## src/rtl/clint_rsp_pkg.sv

```systemverilog
// Shared definitions for the CLINT responder: register offsets, FSM state
// encodings, address decode and byte-lane merge helpers.
package clint_rsp_pkg;

    localparam logic [15:0] CLINT_MSIP_OFF     = 16'h0000;
    localparam logic [15:0] CLINT_MTIMECMP_OFF = 16'h4000;
    localparam logic [15:0] CLINT_MTIME_OFF    = 16'hBFF8;

    typedef enum logic {R_IDLE = 1'b0, R_RESP = 1'b1} r_state_e;
    typedef enum logic {W_IDLE = 1'b0, W_RESP = 1'b1} w_state_e;

    typedef enum logic [1:0] {
        SEL_MSIP     = 2'd0,
        SEL_MTIMECMP = 2'd1,
        SEL_MTIME    = 2'd2,
        SEL_NONE     = 2'd3
    } reg_sel_e;

    // Decode the 64-bit lane index (offset bits 15:3) to a register select.
    function automatic reg_sel_e decode_lane(input logic [12:0] lane);
        reg_sel_e sel;
        if (lane == CLINT_MSIP_OFF[15:3]) begin
            sel = SEL_MSIP;
        end else if (lane == CLINT_MTIMECMP_OFF[15:3]) begin
            sel = SEL_MTIMECMP;
        end else if (lane == CLINT_MTIME_OFF[15:3]) begin
            sel = SEL_MTIME;
        end else begin
            sel = SEL_NONE;
        end
        return sel;
    endfunction

    function automatic logic [63:0] apply_strb(input logic [63:0] old_val,
                                               input logic [63:0] new_val,
                                               input logic [7:0]  strb);
        logic [63:0] res;
        res = old_val;
        for (int i = 0; i < 8; i++) begin
            if (strb[i]) begin
                res[i*8 +: 8] = new_val[i*8 +: 8];
            end
        end
        return res;
    endfunction

endpackage

```

## src/rtl/clint_mtime_cnt.sv

```systemverilog
// mtime counter: prescaler dividing clk by TICK_DIV, 64-bit wrapping counter
// and a byte-strobed write port that restarts the prescaler.
module clint_mtime_cnt
    import clint_rsp_pkg::*;
#(
    parameter int TICK_DIV = 1
) (
    input  logic        clk,
    input  logic        rst,
    input  logic        wr_en,
    input  logic [63:0] wr_data,
    input  logic [7:0]  wr_strb,
    output logic [63:0] mtime
);

    logic [31:0] presc_r;
    logic [63:0] mtime_r;
    logic        tick_s;

    assign tick_s = (presc_r == 32'(TICK_DIV - 1));
    assign mtime  = mtime_r;

    // Prescaler and counter; a write wins over the tick and drops it.
    always_ff @(posedge clk) begin
        if (rst) begin
            presc_r <= 32'd0;
            mtime_r <= 64'd0;
        end else if (wr_en) begin
            presc_r <= 32'd0;
            mtime_r <= apply_strb(mtime_r, wr_data, wr_strb);
        end else if (tick_s) begin
            presc_r <= 32'd0;
            mtime_r <= mtime_r + 64'd1;
        end else begin
            presc_r <= presc_r + 32'd1;
        end
    end

endmodule

```

## src/rtl/clint_rsp.sv

```systemverilog
// CLINT target on the LSU request interface: msip, mtimecmp, mtime and the
// msip/mtip interrupt levels. Define CLINT_ERR_RESP_EN for error responses.
module clint_rsp
    import clint_rsp_pkg::*;
#(
    parameter int          XLEN      = 64,
    parameter logic [31:0] BASE_ADDR = 32'h0200_0000,
    parameter int          TICK_DIV  = 1
) (
    input  logic            clk,
    input  logic            rst,
    input  logic            r_req_valid,
    output logic            r_req_ready,
    input  logic [31:0]     r_addr,
    output logic            r_resp_valid,
    input  logic            r_resp_ready,
    output logic [XLEN-1:0] r_data,
    output logic            r_err,
    input  logic            w_req_valid,
    output logic            w_req_ready,
    input  logic [31:0]     w_addr,
    input  logic [XLEN-1:0] w_data,
    input  logic [7:0]      w_strb,
    output logic            w_resp_valid,
    input  logic            w_resp_ready,
    output logic            w_err,
    output logic            msip,
    output logic            mtip
);

    r_state_e    r_state_r;
    w_state_e    w_state_r;
    logic        r_req_ready_r, r_resp_valid_r, r_err_r;
    logic        w_req_ready_r, w_resp_valid_r, w_err_r;
    logic [63:0] r_data_r;
    logic        msip_r, mtip_r;
    logic [63:0] mtimecmp_r;
    logic [63:0] mtime_s;
    logic [31:0] r_off_s, w_off_s;
    reg_sel_e    r_sel_s, w_sel_s;
    logic [63:0] rd_val_s;
    logic        rd_err_s, wr_err_s;
    logic        r_acc_s, w_acc_s, mtime_wr_s;
    logic        unused_off_s;

    assign r_off_s      = r_addr - BASE_ADDR;
    assign w_off_s      = w_addr - BASE_ADDR;
    assign r_sel_s      = decode_lane(r_off_s[15:3]);
    assign w_sel_s      = decode_lane(w_off_s[15:3]);
    assign unused_off_s = ^{r_off_s[31:16], r_off_s[2:0], w_off_s[31:16], w_off_s[2:0]};

    assign r_acc_s    = r_req_valid && (r_state_r == R_IDLE);
    assign w_acc_s    = w_req_valid && (w_state_r == W_IDLE);
    assign mtime_wr_s = w_acc_s && (w_sel_s == SEL_MTIME);

    clint_mtime_cnt #(.TICK_DIV(TICK_DIV)) u_mtime_cnt (
        .clk     (clk),
        .rst     (rst),
        .wr_en   (mtime_wr_s),
        .wr_data (w_data),
        .wr_strb (w_strb),
        .mtime   (mtime_s)
    );

    // Read data mux from the current (pre-write) register values.
    always_comb begin
        rd_val_s = 64'd0;
        case (r_sel_s)
            SEL_MSIP:     rd_val_s = {63'd0, msip_r};
            SEL_MTIMECMP: rd_val_s = mtimecmp_r;
            SEL_MTIME:    rd_val_s = mtime_s;
            default:      rd_val_s = 64'd0;
        endcase
    end

    // Error classification for the access being accepted.
    always_comb begin
        rd_err_s = 1'b0;
        wr_err_s = 1'b0;
`ifdef CLINT_ERR_RESP_EN
        if (r_sel_s == SEL_NONE) begin
            rd_err_s = 1'b1;
        end else begin
            rd_err_s = 1'b0;
        end
        if (w_sel_s == SEL_NONE) begin
            wr_err_s = 1'b1;
        end else if ((w_sel_s == SEL_MSIP) && (w_strb[3:0] == 4'h0) && (w_strb[7:4] != 4'h0)) begin
            wr_err_s = 1'b1;
        end else begin
            wr_err_s = 1'b0;
        end
`endif
    end

    // Read FSM: capture on accept, hold the response until taken.
    always_ff @(posedge clk) begin
        if (rst) begin
            r_state_r      <= R_IDLE;
            r_req_ready_r  <= 1'b1;
            r_resp_valid_r <= 1'b0;
            r_data_r       <= 64'd0;
            r_err_r        <= 1'b0;
        end else begin
            case (r_state_r)
                R_IDLE: begin
                    if (r_acc_s) begin
                        r_state_r      <= R_RESP;
                        r_req_ready_r  <= 1'b0;
                        r_resp_valid_r <= 1'b1;
                        r_data_r       <= rd_val_s;
                        r_err_r        <= rd_err_s;
                    end
                end
                R_RESP: begin
                    if (r_resp_ready) begin
                        r_state_r      <= R_IDLE;
                        r_req_ready_r  <= 1'b1;
                        r_resp_valid_r <= 1'b0;
                    end
                end
                default: begin
                    r_state_r      <= R_IDLE;
                    r_req_ready_r  <= 1'b1;
                    r_resp_valid_r <= 1'b0;
                end
            endcase
        end
    end

    // Write FSM and msip/mtimecmp storage; registers update on the accept edge.
    always_ff @(posedge clk) begin
        if (rst) begin
            w_state_r      <= W_IDLE;
            w_req_ready_r  <= 1'b1;
            w_resp_valid_r <= 1'b0;
            w_err_r        <= 1'b0;
            msip_r         <= 1'b0;
            mtimecmp_r     <= 64'hFFFF_FFFF_FFFF_FFFF;
        end else begin
            case (w_state_r)
                W_IDLE: begin
                    if (w_acc_s) begin
                        w_state_r      <= W_RESP;
                        w_req_ready_r  <= 1'b0;
                        w_resp_valid_r <= 1'b1;
                        w_err_r        <= wr_err_s;
                        if ((w_sel_s == SEL_MSIP) && w_strb[0]) begin
                            msip_r <= w_data[0];
                        end
                        if (w_sel_s == SEL_MTIMECMP) begin
                            mtimecmp_r <= apply_strb(mtimecmp_r, w_data, w_strb);
                        end
                    end
                end
                W_RESP: begin
                    if (w_resp_ready) begin
                        w_state_r      <= W_IDLE;
                        w_req_ready_r  <= 1'b1;
                        w_resp_valid_r <= 1'b0;
                    end
                end
                default: begin
                    w_state_r      <= W_IDLE;
                    w_req_ready_r  <= 1'b1;
                    w_resp_valid_r <= 1'b0;
                end
            endcase
        end
    end

    // Timer interrupt compare, one cycle behind the registers.
    always_ff @(posedge clk) begin
        if (rst) begin
            mtip_r <= 1'b0;
        end else begin
            mtip_r <= (mtime_s >= mtimecmp_r);
        end
    end

    assign r_req_ready  = r_req_ready_r;
    assign r_resp_valid = r_resp_valid_r;
    assign r_data       = r_data_r;
    assign r_err        = r_err_r;
    assign w_req_ready  = w_req_ready_r;
    assign w_resp_valid = w_resp_valid_r;
    assign w_err        = w_err_r;
    assign msip         = msip_r;
    assign mtip         = mtip_r;

endmodule
```

## config.mk

```make
export PLATFORM = sky130hd
export DESIGN_NAME = clint_rsp
export DESIGN_NICKNAME = d
export VERILOG_FILES = /design/src/rtl/clint_rsp_pkg.sv /design/src/rtl/clint_mtime_cnt.sv /design/src/rtl/clint_rsp.sv
export SDC_FILE = /design/constraint.sdc
export NUM_CORES = 1
export LEC_CHECK = 0
export ABC_AREA = 1
export CAP_MARGIN = 20
export CORE_ASPECT_RATIO = 1.5
export CORE_MARGIN = 8
export CORE_UTILIZATION = 35
export CTS_BUF_LIST = sky130_fd_sc_hd__clkbuf_4
export DETAILED_ROUTE_END_ITERATION = 8
export DONT_BUFFER_PORTS = 1
export PLACE_DENSITY = 0.54
export SYNTH_ARGS = -nofsm -noshare
export SYNTH_HDL_FRONTEND = slang
export SYNTH_SLANG_ARGS = --single-unit
```

## constraint.sdc

```tcl
create_clock -name clk -period 3.36 [get_ports clk]
set_input_delay 0.672 -clock clk [delete_from_list [all_inputs] [get_ports clk]]
set_output_delay 0.672 -clock clk [all_outputs]
set_load 0.005 [all_outputs]
```

# Yosys cells after proc, flatten, opt, wreduce, memory -nomap -nowiden
# Cells that the tools add are included.
dict set report totals {
  output_inout_bits 72
  in_bits 142
  ff_bits 232
  wordCells 119
}
dict set report classes {
  bitwise_logic 2
  n_mux 35
  n_addsub 4
  reduce_logical 31
  n_lt_le_gt_ge 1
  eq_ne 20
}
# operator n
set op_table {}
lappend op_table {{$pmux W64 S3} 1}
lappend op_table {{$mux W64} 2}
lappend op_table {{$add A64 B1 Y64 const B} 1}
lappend op_table {{$ge A64 B64 Y1} 1}
lappend op_table {{$mux W8} 8}
lappend op_table {{$add A32 B1 Y32 const B} 1}
lappend op_table {{$logic_not A32 Y1} 1}
lappend op_table {{$reduce_and A4 Y1} 8}
lappend op_table {{$sub A16 B1 Y16 const B} 2}
lappend op_table {{$eq A13 B12 Y1 const B} 2}
lappend op_table {{$eq A13 B13 Y1 const B} 2}
lappend op_table {{$logic_not A13 Y1} 2}
lappend op_table {{$ne A2 B2 Y1 const B} 12}
lappend op_table {{$reduce_and A2 Y1} 11}
lappend op_table {{$mux W1} 14}
lappend op_table {{$pmux W1 S2} 6}
lappend op_table {{$mux W2} 4}
lappend op_table {{$eq A2 B1 Y1 const B} 2}
lappend op_table {{$eq A2 B2 Y1 const B} 2}
lappend op_table {{$logic_and A1 B1 Y1} 4}
lappend op_table {{$logic_not A2 Y1} 2}
lappend op_table {{$reduce_and A3 Y1} 1}
lappend op_table {{$reduce_or A3 Y1} 1}
lappend op_table {{$not A1 Y1} 2}
lappend op_table {{$reduce_bool A2 Y1} 1}

# Logic depth before layout (Yosys ltp)
# Gate-level depths: netlist of the first run.
dict set report depth {
  word_depth 9
  depth_mapped 15
  depth_no_buf 15
}

# Hierarchy
# A second synthesis of the first run with hierarchy kept.
dict set report hier_totals {
  cells_unflattened 2220
  hier_area_um2 14386.3
}
# mod cells_each seq_area_each_um2 instances area_each_um2
set by_module_without_submodules {}
lappend by_module_without_submodules {clint_rsp 1009 2722.6 1 7430.9}
lappend by_module_without_submodules {clint_mtime_cnt 1211 1921.8 1 6955.4}

# Worst setup path before layout of the first run
# Ideal clock, no wire load.
dict set report synth_timing {
  kind {input to register}
  from {in w_addr[14]}
  to {reg u_mtime_cnt.mtime_r[5] (netlist: u_mtime_cnt.mtime[5])}
  arrival_time_ps 1796
  slack_ps 1432
  setup_time_ps 132
  stages 10
  n_path_buf 2
  required_ps 3228
  path_cell_list {inv_2 > nand2_1 > nor3_1 > nand4_1 > buf_2 > nand2_1 > buf_2 > nand2_1 > nand2_1 > a21oi_1}
}
dict set report synth_via {
  elab_chain_len 9
  elab_cells_between_ends 13
  cone_classes {add/sub (1); eq/ne (4); mux (4); reduce/logical (4)}
}
# element line
set synth_lines {}
lappend synth_lines {{start: declaration} clint_rsp.sv:21} ;# input logic [31:0] w_addr,
lappend synth_lines {{$sub A16 B1 Y16 (*)} clint_rsp.sv:47} ;# assign w_off_s = w_addr - BASE_ADDR;
lappend synth_lines {{$eq A13 B13 Y1} clint_rsp_pkg.sv:26} ;# end else if (lane == CLINT_MTIME_OFF[15:3]) begin
lappend synth_lines {{$mux W1} clint_rsp_pkg.sv:26}
lappend synth_lines {{$mux W2} clint_rsp_pkg.sv:24} ;# end else if (lane == CLINT_MTIMECMP_OFF[15:3]) begin
lappend synth_lines {{$mux W2 (*)} clint_rsp_pkg.sv:22} ;# if (lane == CLINT_MSIP_OFF[15:3]) begin
lappend synth_lines {{$eq A2 B2 Y1 (*)} clint_rsp.sv:54} ;# assign mtime_wr_s = w_acc_s && (w_sel_s == SEL_MTIME);
lappend synth_lines {{$logic_and A1 B1 Y1 (*)} clint_rsp.sv:54}
lappend synth_lines {{$ne A2 B2 Y1 (no line) / $reduce_bool A2 Y1 (equally long branches)} -}
lappend synth_lines {{$reduce_and A2 Y1 (no line)} -}
lappend synth_lines {{end signal: assignment} clint_mtime_cnt.sv:30} ;# mtime_r <= apply_strb(mtime_r, wr_data, wr_strb);
lappend synth_lines {{end signal: assignment} clint_mtime_cnt.sv:33} ;# mtime_r <= mtime_r + 64'd1;
lappend synth_lines {{end: declaration} clint_mtime_cnt.sv:17} ;# logic [63:0] mtime_r;
# Mark *: on every way between the ends. The rest lies on a longest branch, timed or not.
# A chain may end at the register's enable or synchronous reset.

# Final worst setup path of the first run
dict set report layout_timing {
  from {reg u_mtime_cnt.presc_r[19]}
  to {reg u_mtime_cnt.mtime_r[32] (netlist: u_mtime_cnt.mtime[32])}
}
dict set report layout_via {
  elab_chain_len 3
}
# element line
set layout_lines {}
lappend layout_lines {{start: declaration} clint_mtime_cnt.sv:16} ;# logic [31:0] presc_r;
lappend layout_lines {{start signal: assignment} clint_mtime_cnt.sv:35} ;# presc_r <= presc_r + 32'd1;
lappend layout_lines {{$logic_not A32 Y1} clint_mtime_cnt.sv:20} ;# assign tick_s = (presc_r == 32'(TICK_DIV - 1));
lappend layout_lines {{$reduce_bool A2 Y1 (no line)} -}
lappend layout_lines {{$reduce_and A2 Y1 (no line)} -}
# No other way between the ends.

==> results of run 1 <==
[area by class of cell]
cell class | instances | area share, %
inverter | 283 | 6.79
tap | 511 | 4.08
sequential | 232 | 29.6
clock inverter | 17 | 0.423
antenna | 4 | 0.0638
multi-input combinational | 1680 | 52.9
timing repair buffer | 27 | 1.63
clock buffer | 95 | 4.55
[per-stage QoR]
step                cells  utilization, %
floorplan            2281               -
global placement     2731            36.4
detailed placement   2731            36.4
CTS                  2845            38.4
global route         2847            38.4
finish               2849            38.4
[power groups by stage]
stage                     Sequential [mW]  Clock, mW  Combinational (mW)
after floorplan                      2.91          0               0.214
final                                2.87       2.57               0.300
after detailed placement             2.94          0               0.287
after global placement               2.94          0               0.283
after CTS                            2.87       2.67               0.302
after global routing                 2.88       2.81               0.340
[cell usage in the layout, fill, tap and decap left out, drive strengths merged]
master,instances
buf,26
dlygate4sd3,1
ha,67
clkinv,16
nor3,18
nand3,159
nand2,557
clkbuf,95
dfxtp,232
a31oi,13
o21a,2
and2,1
o211a,1
nor2b,1
xor2,31
nand4,67
diode,4
or2,1
nor2,344
a21oi,146
conb,2
o21ai,217
o211ai,36
a21o,4
nor3b,2
inv,284
xnor2,3
nor4,8
[cells by family after synthesis]
kind of cell / Yosys count
flops: 232
fa+ha+maj: 67
simple gates: 1158
buf+inv: 369
compound gates: 419
other cells: 1
xor+xnor: 34
[registers in the layout (all words and copies together), names as in the netlist]
signal,flops
u_mtime_cnt.mtime,64
mtimecmp_r,64
u_mtime_cnt.presc_r,32
mtip,1
r_state_r,1
w_resp_valid,1
msip,1
w_state_r,1
w_req_ready,1
r_resp_valid,1
r_req_ready,1
r_data,64
[repair_timing]
| action | 4_1_cts | 5_1_grt |
|---|---|---|
| setup buffers | 0 | 0 |
| hold buffers | 2 | 0 |
| hold endpoints to repair | 27 | 0 |
[metal layers]
| metal | part of all wire (%) | up-vias | global-route usage [%] |
|---|---|---|---|
| li1 | - | 7488 | - |
| met1 | 38 | 7013 | 22.5 |
| met2 | 52 | 465 | 41.2 |
| met3 | 5.7 | 139 | 4.88 |
| met4 | 4.4 | 0 | 11.0 |
| met5 | 0 | - | 0 |
[path summary, 6_finish.rpt]
path | end
max | u_mtime_cnt.mtime[32]
min | w_state_r
max reg2reg | u_mtime_cnt.mtime[32]
min reg2reg | u_mtime_cnt.presc_r[0]
[critical path, stage by stage (launching register included)]
cell and delay, ns:
sky130_fd_sc_hd__dfxtp_1 0.35, sky130_fd_sc_hd__inv_2 0.12, sky130_fd_sc_hd__nand4_1 0.13, sky130_fd_sc_hd__nor2_1 0.24, sky130_fd_sc_hd__nand2_1 0.09, sky130_fd_sc_hd__nor2_1 0.23, sky130_fd_sc_hd__nand2_2 0.45, sky130_fd_sc_hd__nand2_1 0.40
sky130_fd_sc_hd__o21ai_0 0.15, sky130_fd_sc_hd__nor2_1 0.10, sky130_fd_sc_hd__nor2_1 0.05
==> run summary, run 1 <==
The count of cells along the worst register-to-register path is 10. The required time at the worst-slack endpoint came out at approximately 4 ns. Among all cell types in the netlist, the one instantiated most often is sky130_fd_sc_hd__nand2_1.

Measured against its own limit, the worst slew margin works out to between 40% and 50%. The clock skew is around 0.044 ns. The worst-case clock buffer depth came out at 3. The biggest area consumer among synthesized cells is sky130_fd_sc_hd__dfxtp_1. The most critical setup path has its startpoint at u_mtime_cnt.presc_r[19]. The mux contribution to synthesized area came out at 0%. TritonCTS created between 60 and 70 clock buffers. The post-CTS resize count is 0. The detailed-route DRC error count is 0.

For this block, the initial DRC count from the detailed router was 1044. The register-to-register setup slack came out at ~0.93 ns. The Yosys step of the flow raised 0 warnings. The largest voltage drop on the vdd net is 0.000284 V. Of all nets on the critical path, the largest fanout is 30.

For this design the static power due to leakage is 7.28 nW. STA classifies the critical path startpoint as a register. For this run, asynchronously set or reset flops after synthesis account for 0%. The max capacitance violation total came out at 0. The routed wirelength normalized by instance count is around 19 um. The root buffer cell is sky130_fd_sc_hd__clkbuf_4.

The leading register cell type out of synthesis is sky130_fd_sc_hd__dfxtp_1. After detailed placement, the total cell area comes to 14900 um^2. The global-route usage over all layers is 22.0%. The worst hold path cell count came out at 2. The post-synthesis simple-gate area fraction came out at between 30% and 40%.

Once detailed placement completed, the half-perimeter wirelength came to about 40 mm. The worst register-to-register path begins at u_mtime_cnt.presc_r[19]. The post-synthesis share of cell area spent on full adders, half adders and majority gates is around 5.8%.

The pin count of the biggest net entering global routing came out at 169. The first-pass iteration count of the detailed router came out at 5. The run finished with clean final reports. The analysis attributes to net switching a power of 1.54 mW. By area, the combinational part of the netlist is dominated by simple AND/OR/NAND/NOR gates. Per report_power, the clock group accounts for between 40% and 50% of the total. After floorplanning, the core was divided into a little over 90 placement rows. The final weighted congestion in routability-driven placement came out at about 0.93.

The count of endpoints failing setup in the final report came out at 0. The detailed-route vias per instance came out at ~5.3. The standard cell core area is about 41000 um^2. The first-pass GRT wire length came out at 83.2 mm. The internal power component came out at between 4 and 5 mW. The floorplan step defined a die boundary enclosing ~48000 um^2. The kind of critical path is register to register. The startpoint identified for the worst hold timing path is w_req_valid. The H-tree was split into 3 levels. The total congestion overflow came out at 0. The overall power of the completed layout came out at 5.74 mW.

The least setup slack across all paths after layout is 0.933 ns. The synthesis-to-finish area growth came out at 9.20%. The number of pins with negative max-slew slack in the final report is 0. The final design instance area without fill came out at around 16000 um^2. The number of global-route vias before repair came out at roughly 15000. The number of input and output port buffers inserted is 0. The chip width is about 180 um. The final-layout fill cell count came out at between 4000 and 5000. Of the total power, registers draw about half. The sequential cells in the finished layout cover a total of between 4000 and 5000 um^2. After synthesis, the cell types taking the most area are sky130_fd_sc_hd__dfxtp_1 (32%), sky130_fd_sc_hd__nand2_1 (14%), sky130_fd_sc_hd__nor2_1 (8.5%), sky130_fd_sc_hd__inv_1 (7.1%), sky130_fd_sc_hd__o21ai_0 (7.0%). Hold is met by approximately 0.08 ns.

The area share of the leading cell type in the synthesized netlist came out at 32.3%. The post-synthesis share of cell area spent on xor and xnor gates is 2.07%. Summing over every cut layer, the via total after detailed routing is roughly 15000.

The CTS tree is built. The minimum setup slack after placement is roughly 0.6 ns. The total area of multi-input combinational cells is about 8300 um^2.

The initial antenna violation count is 2. The wire length reported by the detailed router is between 50 and 60 mm. The post-synthesis cell area came out at roughly 14000 um^2. Per report_power, the combinational group accounts for 5.2% of the total. Counting flops and latches in the post-synthesis netlist gives 232. The data arrival at the endpoint of the critical path is 3.05 ns. Ranked by instance count, the synthesized netlist is headed by sky130_fd_sc_hd__nand2_1 (546), sky130_fd_sc_hd__nor2_1 (326), sky130_fd_sc_hd__inv_1 (270), sky130_fd_sc_hd__dfxtp_1 (232), sky130_fd_sc_hd__o21ai_0 (202). Setup repair after global routing left no endpoint under its margin.

The minimum clock period came out at between 2 and 2.5 ns. The area fraction in compound gates after synthesis came out at approximately 16%. After clock tree synthesis, the clock-pin slew on the worst setup and hold paths is about 0.060 ns.

The top achievable clock speed is slightly above 0.4 GHz. Setup total negative slack on the finished layout was measured at 0 ns. The height of the die is 264 um. Once the floorplan was initialized, standard cells occupied 35.1% of the core. The count of nets left with antenna violations once routing finished came out at 0. The sequential element share of the synthesized area is about a third. In this run the worst hold path is classified as input port to register. The share of the clock period used by the worst path after layout came out at between 70% and 80%.

At the later pin of the worst-skew pair, clock insertion delay measures around 0.74 ns. The layout net count is 2500. The power density normalized to cell area is 366 nW/um^2.

For the pin with the worst max-slew slack, the measured transition is between 0.7 and 0.8 ns. Of the total power, the share spent switching nets is between 20% and 30%. The unique cell type count in the Yosys netlist came out at 36.

STA classifies the critical path endpoint as a register. The average footprint of a synthesized cell is 6.30 um^2. Synthesis produced a netlist whose cell count is about 2300. The number of ports placed on the die boundary is 214.

The count of endpoints failing hold in the final timing report was 0. The number of enable-type register cells in the synthesized netlist is 0. The number of clock sinks is between 200 and 250. Cells with a size suffix above 1 make up under 10% of the layout.
Note: power is estimated with default switching activity, not from simulation.
==> inputs of run 2 (changes only) <==
Clock period 3.36 ns to 2.5 ns, I/O delays scaled along.
==> run summary, run 2 (same netlist as run 1, synthesis figures left out) <==
At the end of the flow the core is filled with cells to roughly 41%. The first-pass iteration count of the detailed router is 8. The via count came out at approximately 15000. The global-route usage over all layers is a little over a fifth. The share of the clock period used by the worst path after layout came out at between 90% and 100%.

The worst setup path is launched from a register. The maximum cell stage delay along the critical path came out at between 0.5 and 0.6 ns. The minimum clock period is ~2.3 ns. The synthesis-to-finish area growth came out at 16.3%.

After legalization and detailed placement, the total HPWL measured roughly 40 mm. Wires add up to ~54 mm. The cell family contributing the most delay on the critical path is simple AND/OR/NAND/NOR gates. The most used routing layer is met2. The count of endpoints failing setup in the final report is 0. The routed wirelength normalized by instance count came out at between 15 and 20 um. The congestion estimate from routability-driven global placement came to 0.914.

For met1 alone, demand over resource in global routing was 23.4%. The most numerous cell type found on the critical path is sky130_fd_sc_hd__nand2_1. The floorplan has 91 rows.

The buffering stage count on the worst path with inverters included came out at 1. The number of input and output port buffers inserted is 0. The tree is rooted in a sky130_fd_sc_hd__clkbuf_4. The initial DRC count came out at ~1100. The chip width is 181 um.

The transition time of the tightest slew-check pin came out at between 0.7 and 0.8 ns. The CTS tree is built. The pin count of the biggest net entering global routing is approximately 170. The power density normalized to cell area is approximately 460 nW/um^2. The tool flagged a number of max-cap violations equal to 0.

The first-pass GRT wire length came out at roughly 84 mm. Global routing used under 10% of the available met3 tracks. The number of buffers inserted to repair setup after CTS is 0. No sink is reached through more buffers than the 3 on the longest clock path. The initial utilization of the core area, before any placement, comes to a little over a third. The relative slew slack came out at about half. The total clock buffers created by CTS is 61. The maximum level of the CTS H-tree came out at 2. The standard cell core area is about 40000 um^2. The number of clock sinks came out at approximately 230. In the layout the commonest cells are sky130_fd_sc_hd__nand2_1 (545), sky130_fd_sc_hd__nor2_1 (324), sky130_fd_sc_hd__inv_1 (270), sky130_fd_sc_hd__dfxtp_1 (230), sky130_fd_sc_hd__o21ai_0 (202). The count of nets left with antenna violations after detail routing is 0. Data arrives at the worst endpoint at slightly below 3 ns. The total negative slack for setup checks came out at 0 ns. The met2 capacity usage during global routing came out at 41.1%. Walking the worst path, the cells encountered are nand2_1 -> nor2_1 -> nand2_1 -> nor2_4 -> nor2_1 -> o21ai_0 -> o21ai_0 -> nand2_1 -> a21oi_1 -> dlygate4sd3_1. The class of the worst hold path is input port to register. The count of cells in the finished layout, fillers not included, comes to around 2900.

The total placed cells including tap cells is 2739. The worst hold path begins at w_data[10]. The startpoint identified for the worst register-to-register timing path is u_mtime_cnt.mtime[5]. The top fanout value on the critical path came out at 6. The number of global-route vias before repair was about 15000. The required time at the worst-slack endpoint came out at roughly 3.1 ns. The largest voltage drop on the vdd net came out at 0.000408 V. After clock tree synthesis, the clock-pin slew on the worst setup and hold paths is 0.07 ns.

The die outline area is 47900 um^2. The total congestion overflow is 0. The initial antenna violation count is 4. The largest individual stage delay along the critical path comes from the cell sky130_fd_sc_hd__dlygate4sd3_1. In this run the count of I/O pins placed on the die edge is around 210. The layout net count is ~2600. In this run the worst setup path begins at u_mtime_cnt.mtime[5]. The library cell used most frequently in the layout, excluding fill and tap cells, is sky130_fd_sc_hd__nand2_1. The clock skew came out at between 0.03 and 0.04 ns. At the later pin of the worst-skew pair, clock insertion delay measures ~0.75 ns. The worst setup path is captured at a register. The run finished with clean final reports. The critical path in this run is classified as register to register. The overall power of the completed layout came out at 7.62 mW. The height of the die came out at between 200 and 300 um. Setup repair after global routing left no endpoint under its margin.

The number of pins with negative max-slew slack in the final report came out at 0. The top achievable clock speed came out at ~0.43 GHz. The fraction of layout instances using a drive strength above 1 came out at under 10%. The count of endpoints failing hold in the final timing report is 0. The leakage power total is ~7.6 nW.

In the routed layout, each cell is associated on average with a via count of roughly 5.2. The detailed-route DRC error count came out at 0.
run 2: report_power, final:
| part | internal (mW) | switching, mW |
|---|---|---|
| clock | 1.59 | 1.65 |
| sequential | 3.78 | 0.0786 |
| combinational | 0.196 | 0.329 |
| total | 5.56 | 2.06 |
run 2: path summary, 6_finish.rpt:
| path | endpoint | slack (ns) | depth (start not counted) |
|---|---|---|---|
| max reg2reg | u_mtime_cnt.mtime[14] | 0.17 | 10 |
| min reg2reg | u_mtime_cnt.presc_r[0] | 0.48 | 1 |
| max | u_mtime_cnt.mtime[14] | 0.17 | 10 |
| min | u_mtime_cnt.mtime[10] | 0.06 | 4 |
run 2: final cells by class:
class	instances	area, um^2
Multi-Input combinational cell	1680	8300
Tap cell	511	639
Timing Repair Buffer	129	1310
Clock inverter	19	77.6
Clock buffer	87	653
Fill cell	4424	24200
Inverter	283	1060
Antenna cell	4	10.0
Sequential cell	232	4650
run 2: worst reg2reg max path: stages, from the launching register on:
cell and delay (ns):
sky130_fd_sc_hd__dfxtp_1 0.44, sky130_fd_sc_hd__nand2_1 0.15, sky130_fd_sc_hd__nor2_1 0.22, sky130_fd_sc_hd__nand2_1 0.17, sky130_fd_sc_hd__nor2_4 0.25, sky130_fd_sc_hd__nor2_1 0.06, sky130_fd_sc_hd__o21ai_0 0.15, sky130_fd_sc_hd__o21ai_0 0.10
sky130_fd_sc_hd__nand2_1 0.06, sky130_fd_sc_hd__a21oi_1 0.06, sky130_fd_sc_hd__dlygate4sd3_1 0.56
run 2: timing repair:
action	CTS	global route
resized for setup	0	5
hold endpoints to repair	124	0
hold buffers	96	0
endpoints found under the setup margin	0	1
run 2: through the flow:
| step | hold WS, ns | area (um^2) | worst slack [ns] |
|---|---|---|---|
| after detailed placement | 0.471 | 15000 | 0.173 |
| after global placement | 0.454 | 15000 | 0.202 |
| after global routing | 0.0142 | 16700 | 0.0115 |
| after floorplan | 0.440 | 14400 | 0.744 |
| final | 0.0586 | 16700 | 0.171 |
| after CTS | 0.00530 | 16700 | 0.0513 |
run 2: routing by layer:
metal | share of wire [%] | routed length, um
met1 | 38 | 20200
met5 | 0 | 0
met2 | 53 | 28200
met4 | 4.1 | 2200
met3 | 5.5 | 2950
==> inputs of run 3 (changes only) <==
Settings changed: ABC_CLOCK_PERIOD_IN_PS set to 2500, TNS_END_PERCENT set to 30.
==> results of run 3 <==
Same layout as run 2: the final DEF is identical, and so are final timing and power.
